### src/rtl/mips_pkg.sv
// Shared types and constants for the MIPS instruction-fetch slice.
package mips_pkg;

    localparam logic [31:0] NOP_WORD_DEFAULT = 32'h0000_0000;
    localparam logic [31:0] PC_INC           = 32'd4;
    localparam logic [5:0]  FUNCT_JR         = 6'd8;

    typedef enum logic [1:0] {
        IDLE   = 2'd0,
        FETCH  = 2'd1,
        HOLD   = 2'd2,
        SQUASH = 2'd3
    } fetch_state_t;

    function automatic logic [31:0] word_align(input logic [31:0] addr);
        return {addr[31:2], 2'b00};
    endfunction

endpackage

### src/rtl/mips_pc_gen.sv
// Program counter: sequential +4 advance (32-bit wrap) or word-aligned redirect.
module mips_pc_gen
    import mips_pkg::*;
#(
    parameter logic [31:0] RESET_PC = 32'h0000_0000
) (
    input  logic        clk,
    input  logic        rst_n,
    input  logic        inc,
    input  logic        redirect,
    input  logic [31:0] target,
    output logic [31:0] pc
);

    logic [31:0] pc_reg;
    logic [31:0] pc_next;

    // Redirect wins over increment; the target's low bits are dropped.
    always_comb begin
        pc_next = pc_reg;
        if (redirect) begin
            pc_next = word_align(target);
        end else if (inc) begin
            pc_next = pc_reg + PC_INC;
        end
    end

    always_ff @(posedge clk or negedge rst_n) begin
        if (!rst_n) begin
            pc_reg <= word_align(RESET_PC);
        end else begin
            pc_reg <= pc_next;
        end
    end

    assign pc = pc_reg;

endmodule

### src/rtl/mips_fetch_unit.sv
// Instruction-fetch stage: single-outstanding imem reads, one-word skid, JR redirect.
// FETCH_DELAY_SLOT_EN: deliver the sequential word after a JR instead of squashing it.
module mips_fetch_unit
    import mips_pkg::*;
#(
    parameter logic [31:0] RESET_PC = 32'h0000_0000,
    parameter logic [31:0] NOP_WORD = NOP_WORD_DEFAULT
) (
    input  logic        clk,
    input  logic        rst_n,
    input  logic        stall,
    input  logic        jump_register,
    input  logic [31:0] jr_target,
    output logic        imem_req,
    output logic [31:0] imem_addr,
    input  logic [31:0] imem_rdata,
    input  logic        imem_valid,
    output logic [31:0] instruction,
    output logic [31:0] pc_out,
    output logic        instr_valid
);

    fetch_state_t state_reg, state_next;
    logic [31:0]  instr_reg, instr_next;
    logic [31:0]  pc_out_reg, pc_out_next;
    logic         valid_reg, valid_next;
    logic [31:0]  skid_reg, skid_next;
    logic [31:0]  skid_pc_reg, skid_pc_next;
    logic [31:0]  tgt_reg, tgt_next;
`ifdef FETCH_DELAY_SLOT_EN
    logic         pend_reg, pend_next;
`endif

    logic        pc_inc;
    logic        pc_redirect;
    logic [31:0] pc_target;
    logic [31:0] pc;
    logic        jr_fire;
    logic [31:0] jr_aligned;

    assign jr_fire    = jump_register & valid_reg & ~stall;
    assign jr_aligned = word_align(jr_target);

    mips_pc_gen #(
        .RESET_PC (RESET_PC)
    ) u_pc_gen (
        .clk      (clk),
        .rst_n    (rst_n),
        .inc      (pc_inc),
        .redirect (pc_redirect),
        .target   (pc_target),
        .pc       (pc)
    );

    always_comb begin
        state_next   = state_reg;
        instr_next   = instr_reg;
        pc_out_next  = pc_out_reg;
        valid_next   = valid_reg;
        skid_next    = skid_reg;
        skid_pc_next = skid_pc_reg;
        tgt_next     = tgt_reg;
`ifdef FETCH_DELAY_SLOT_EN
        pend_next    = pend_reg;
`endif
        pc_inc       = 1'b0;
        pc_redirect  = 1'b0;
        pc_target    = jr_aligned;
        imem_req     = 1'b0;

        case (state_reg)
            IDLE: begin
                state_next = FETCH;
            end
            FETCH: begin
                imem_req = 1'b1;
                if (imem_valid) begin
`ifdef FETCH_DELAY_SLOT_EN
                    if (stall) begin
                        skid_next    = imem_rdata;
                        skid_pc_next = pc;
                        state_next   = HOLD;
                    end else begin
                        instr_next  = imem_rdata;
                        pc_out_next = pc;
                        valid_next  = 1'b1;
                    end
                    pend_next = 1'b0;
                    if (jr_fire) begin
                        pc_redirect = 1'b1;
                    end else if (pend_reg) begin
                        pc_redirect = 1'b1;
                        pc_target   = tgt_reg;
                    end else begin
                        pc_inc = 1'b1;
                    end
`else
                    if (jr_fire) begin
                        // Returning word is the sequential one after JR: drop it.
                        instr_next  = NOP_WORD;
                        valid_next  = 1'b0;
                        pc_redirect = 1'b1;
                    end else if (stall) begin
                        skid_next    = imem_rdata;
                        skid_pc_next = pc;
                        pc_inc       = 1'b1;
                        state_next   = HOLD;
                    end else begin
                        instr_next  = imem_rdata;
                        pc_out_next = pc;
                        valid_next  = 1'b1;
                        pc_inc      = 1'b1;
                    end
`endif
                end else if (jr_fire) begin
                    // imem_addr must stay put while the request is open, so the
                    // redirect is parked in tgt_reg until the response arrives.
                    instr_next = NOP_WORD;
                    valid_next = 1'b0;
                    tgt_next   = jr_aligned;
`ifdef FETCH_DELAY_SLOT_EN
                    pend_next  = 1'b1;
`else
                    state_next = SQUASH;
`endif
                end else if (!stall) begin
                    instr_next = NOP_WORD;
                    valid_next = 1'b0;
                end
            end
            HOLD: begin
                if (!stall) begin
                    state_next = FETCH;
                    if (jr_fire) begin
                        pc_redirect = 1'b1;
                    end
`ifdef FETCH_DELAY_SLOT_EN
                    instr_next  = skid_reg;
                    pc_out_next = skid_pc_reg;
                    valid_next  = 1'b1;
`else
                    if (jr_fire) begin
                        instr_next = NOP_WORD;
                        valid_next = 1'b0;
                    end else begin
                        instr_next  = skid_reg;
                        pc_out_next = skid_pc_reg;
                        valid_next  = 1'b1;
                    end
`endif
                end
            end
            SQUASH: begin
                imem_req = 1'b1;
                if (imem_valid) begin
                    pc_redirect = 1'b1;
                    pc_target   = tgt_reg;
                    state_next  = FETCH;
                end
            end
            default: begin
                state_next = IDLE;
            end
        endcase
    end

    always_ff @(posedge clk or negedge rst_n) begin
        if (!rst_n) begin
            state_reg   <= IDLE;
            instr_reg   <= NOP_WORD;
            pc_out_reg  <= RESET_PC;
            valid_reg   <= 1'b0;
            skid_reg    <= NOP_WORD;
            skid_pc_reg <= RESET_PC;
            tgt_reg     <= RESET_PC;
`ifdef FETCH_DELAY_SLOT_EN
            pend_reg    <= 1'b0;
`endif
        end else begin
            state_reg   <= state_next;
            instr_reg   <= instr_next;
            pc_out_reg  <= pc_out_next;
            valid_reg   <= valid_next;
            skid_reg    <= skid_next;
            skid_pc_reg <= skid_pc_next;
            tgt_reg     <= tgt_next;
`ifdef FETCH_DELAY_SLOT_EN
            pend_reg    <= pend_next;
`endif
        end
    end

    assign imem_addr   = pc;
    assign instruction = instr_reg;
    assign pc_out      = pc_out_reg;
    assign instr_valid = valid_reg;

endmodule

### config.mk
export PLATFORM = sky130hd
export DESIGN_NAME = mips_fetch_unit
export DESIGN_NICKNAME = d
export VERILOG_FILES = /design/src/rtl/mips_pkg.sv /design/src/rtl/mips_pc_gen.sv /design/src/rtl/mips_fetch_unit.sv
export SDC_FILE = /design/constraint.sdc
export NUM_CORES = 1
export LEC_CHECK = 0
export CAP_MARGIN = 10
export CELL_PAD_IN_SITES_DETAIL_PLACEMENT = 0
export CELL_PAD_IN_SITES_GLOBAL_PLACEMENT = 1
export CORE_AREA = 2 2 151 153
export CTS_BUF_LIST = sky130_fd_sc_hd__clkbuf_8
export DETAILED_ROUTE_END_ITERATION = 16
export DIE_AREA = 0 0 153 155
export GPL_TIMING_DRIVEN = 0
export PLACE_DENSITY = 0.81
export SETUP_SLACK_MARGIN = 0.4
export SLEW_MARGIN = 30
export SYNTH_ARGS = -nofsm -noshare
export SYNTH_HDL_FRONTEND = slang
export SYNTH_SLANG_ARGS = --single-unit
### constraint.sdc
create_clock -name clk -period 2.2 [get_ports clk]
set_input_delay 0.55 -clock clk [delete_from_list [all_inputs] [get_ports clk]]
set_output_delay 0.55 -clock clk [all_outputs]
set_load 0.05 [all_outputs]
; ---- Word level (Yosys, flattened, before mapping)
; Cells that the tools add are included.
[totals]
reg_bits = 193
elab_cells = 77
output_inout_bits = 98
input_bits = 69
[op_classes]
n_reduce_logical = 9
n_addsub = 1
eq_ne = 13
n_bitwise = 5
mux = 41
[ops]
columns = operator, count
row1 = 2-to-1 mux 32 bit, 16
row2 = one-hot mux 32 bit (2 select lines), 2
row3 = adder 32 x 3 -> 32 bit (second input constant), 1
row4 = 2-to-1 mux 1 bit, 14
row5 = 2-to-1 mux 2 bit, 6
row6 = inequality test 2 bit (second input constant), 6
row7 = inequality test 3 bit (second input constant), 4
row8 = one-hot mux 2 bit (4 select lines), 1
row9 = AND reduction 3 bit, 2
row10 = AND reduction 6 bit, 1
row11 = AND reduction 5 bit, 1
row12 = equality test 2 bit (second input constant), 2
row13 = AND reduction 4 bit, 1
row14 = nonzero test 2 bit, 2
row15 = inverter 1 bit, 3
row16 = one-hot mux 1 bit (3 select lines), 1
row17 = AND 1 bit, 2
row18 = equality test 2 x 1 -> 1 bit (second input constant), 1
row19 = logical NOT 2 bit, 1
row20 = one-hot mux 1 bit (2 select lines), 1
row21 = OR reduction 2 bit, 1

; ---- Depth between registers and ports, before layout
[depth]
word_depth = 7
ltp_mapped = 9
ltp_nobuf = 6

; ---- Cells and area by module
; A second synthesis with hierarchy kept.
[unflattened]
hier_cells = 716
area_unflattened_um2 = 8862.2
[by_module_without_submodules]
columns = mod, area_per_inst_um2, seq_area_each_um2, cells_each, n_inst
row1 = mips_fetch_unit, 7135.6, 4028.9, 521, 1
row2 = mips_pc_gen, 1726.7, 750.7, 195, 1

; ---- Worst setup path before layout
; Ideal clock, no wire load.
[synth_timing]
kind = register -> register
startpoint = register u_pc_gen.pc_reg[9] (netlist: u_pc_gen.pc[9])
endpoint = register u_pc_gen.pc_reg[29] (netlist: u_pc_gen.pc[29])
path_slack_ns = 0.060
arrival_ns = 2.054
setup_time_ns = 0.087
path_buffers = 1
required_ns = 2.113
stages_incl_launch_ff = 7
cell_sequence = dfrtp_1 -> buf_2 -> nand4_4 -> nor4_4 -> nand3_2 -> or4_1 -> o211ai_1
[synth_between]
elab_chain_len = 3
[synth_rtl]
columns = element, line
row1 = from (decl), mips_pc_gen.sv:15  ; logic [31:0] pc_reg;
row2 = from (signal assigned), mips_pc_gen.sv:30  ; pc_reg <= word_align(RESET_PC);
row3 = from (signal assigned), mips_pc_gen.sv:32  ; pc_reg <= pc_next;
row4 = adder 32 x 3 -> 32 bit, mips_pc_gen.sv:24  ; pc_next = pc_reg + PC_INC;
row5 = 2-to-1 mux 32 bit, mips_pc_gen.sv:23  ; end else if (inc) begin
row6 = 2-to-1 mux 32 bit, mips_pc_gen.sv:21  ; if (redirect) begin
; Every way passes these cells. The select of a mux whose other input is x is not followed.
; A chain may end at the register's enable or synchronous reset.

; ---- Worst setup path in the final report
[layout_timing]
startpoint = register u_pc_gen.pc_reg[2] (netlist: u_pc_gen.pc[2])
endpoint = register u_pc_gen.pc_reg[29] (netlist: u_pc_gen.pc[29])
; Same word-level chain as after synthesis.

==> results.ini <==
[critical_path]
cp_cell_sequence=buf_6, nand4_1, nor4_4, nand3_2, or4_1, o211ai_1
r2r_start=u_pc_gen.pc[2]
path_delay_family=simple AND/OR/NAND/NOR gates
critPathLaunchType=flip-flop
max_stage_delay_ps=460
cp_data_required_time_ps=2590
r2r_cells=6
crit_type=reg -> reg
r2r_slack_ps=330
r2r_end=u_pc_gen.pc[29]
endpoint_kind=flip-flop
crit_buf_inv=1
cp_max_fo=4
critical_path.slowest_cell=dfrtp_4
arrival_ps=2260

[grt]
overflow=0
grt_pass1_vias=6829
grtUsageTotal_pct=21.0
grt_pass1_wl_um=38800
antenna_found_initial=1
grt_start_max_net_pins=82

[synth]
synthTopCellsByArea=dfrtp_1, mux2_2, nand2_1
synthTopCellsByCount=dfrtp_1, nand2_1, mux2_2
syn_area_um2=8680
synth_edf_count=0
synth_top_area_share_pct=53.9
synth.avg_cell_area_um2=10.6
yosys.area.top_type=dfrtp_1
yosys_warnings=0
seq_area_frac_synth_pct=53.9
synth_top_flop_cell=dfrtp_1
async_reset_ff_share_pct=100
syn_inst=818
ys_seq_elements=187
yosys.cell_types.count=56
synth.most_common_cell=dfrtp_1

[timing]
tns_ps=0
finalHoldViolCount=0
drv_slew=0
period_share_pct=84.9
fmax_ghz=0.536
worstMarginPinSlew_ps=610
relSlewSlack_pct=59.0
finalSetupViolations=0
finClkSkew_ps=11.8
rsz0062_at_grt=true
period_needed_ps=1870

[drt]
routed_wl_um=24700
drtPass1Iterations=5
drc_errors=0
viasPerCell=5.37
drt-initial-drc-count=539
wl_per_cell_um=18.5
final_antenna_net_count=0
vias=7168

[power_and_ir_drop]
peakVddDrop_mv=0.572
p_leak_nw=5.01
finalPower_w=0.0171
powerDensity_nw_per_um2=1470

[min_path]
hp-class=in -> reg
worstHoldStart=stall
min_path_cells=2
min_to=state_reg[0]

[final_layout]
stdcell_area_um2=11600
drive_gt1_share_pct=40.1
area_growth_pct=34.1
fin_nets=1106

[clocking]
clock_latency_ps=480
cts_buffers=17
htreeDepth=4
numClockSinks=187
clockBufferDepth=2
root_buffer=clkbuf_8
path_clk_slew_ps=100
cts_tree=done

[floorplan]
die_x_um=153
dieArea_um2=23700
initial_core_util_pct=39.1
core_um2=22200
ioPinCount=167
fp-row-count=55
die_h_um=155

[placed_design]
port_buffers=159
globalplace.congestion=0.881
placed_area_um2=11000
hpwl_um=17500

[outcome]
status=finished, final reports clean

[job]
maxCapViolCount=0

==> cell usage in the layout (no fill, tap or decap), types with 9 or more instances in the layout <==
master / n
dfrtp_1: 156
nand2_1: 108
mux2_2: 88
buf_2: 79
clkdlybuf4s50_1: 62
a21oi_1: 61
buf_4: 55
nor2_1: 49
o21ai_0: 40
mux2i_1: 31
a22oi_2: 30
dfrtp_2: 30
buf_6: 20
clkbuf_8: 19
nand3_1: 19
nor3_1: 16
clkbuf_2: 14
clkbuf_4: 13
and3_1: 10
buf_8: 9
nand4_1: 9
==> kinds of logic after synthesis <==
family                   count (synthesis)  synth area share [%]
AND/OR/NAND/NOR                        250                  13.3
flip-flops                             187                  53.9
XOR/XNOR                                 1                 0.101
AO/OA/AOI/OAI                          186                  13.4
multiplexers                           123                  15.5
other                                    1                0.0432
adder cells (fa/ha/maj)                  1                 0.144
buffers and inverters                   69                  3.60
==> repair_timing <==
action / CTS / global route
resized for setup: 500 / 129
hold buffers: 1 / 0
gates cloned: 1 / 0
buffers inserted: 19 / 14
endpoints found under the hold margin: 56 / 0
setup endpoints to repair: 277 / 123
pin swaps: 8 / 17
==> layout make-up <==
| type | count | area (um2) |
|---|---|---|
| clock inverter | 15 | 158 |
| buffer | 65 | 532 |
| timing repair buffer | 196 | 1570 |
| sequential | 187 | 4720 |
| antenna | 1 | 2.50 |
| tap | 285 | 357 |
| clock buffer | 17 | 234 |
| fill | 2042 | 10600 |
| inverter | 4 | 15.0 |
| multi-input combinational | 565 | 4060 |
==> metrics by stage <==
stage | util (%) | hold slack, ps | worst slack, ps | std cells
after detailed placement | 49.6 | 471 | -528 | 1267
after CTS | 52.0 | 222 | 351 | 1320
after global placement | 49.3 | 461 | -8770 | 1265
final | 52.4 | 265 | 333 | 1335
after global routing | 52.4 | 229 | 329 | 1335
after floorplan | - | 254 | 238 | 821
==> report_power, final <==
part,internal (W),switching (W),total [W]
Sequential,0.00510,0.00129,0.00639
Combinational,0.00294,0.00549,0.00842
Clock,0.000848,0.00143,0.00227
==> routing by layer <==
metal  up-vias  share of wire [%]  GRT usage, %
li1       3395                  -             -
met4         0                1.5          6.48
met5         -                  0             0
met1      3522                 47          30.3
met2       225                 47          32.2
met3        26                4.5          3.98
==> worst max path at each step <==
stage / from / endpoint / depth (start not counted)
after floorplan: u_pc_gen.pc[4] / u_pc_gen.pc[29] / 6
after global placement: rst_n / u_pc_gen.pc[2] / 1
after detailed placement: imem_valid / pc_out[2] / 7
after CTS: state_reg[1] / u_pc_gen.pc[12] / 8
after global routing: instr_valid / u_pc_gen.pc[6] / 7
final: u_pc_gen.pc[2] / u_pc_gen.pc[29] / 6
(Power assumes the default switching activity.)
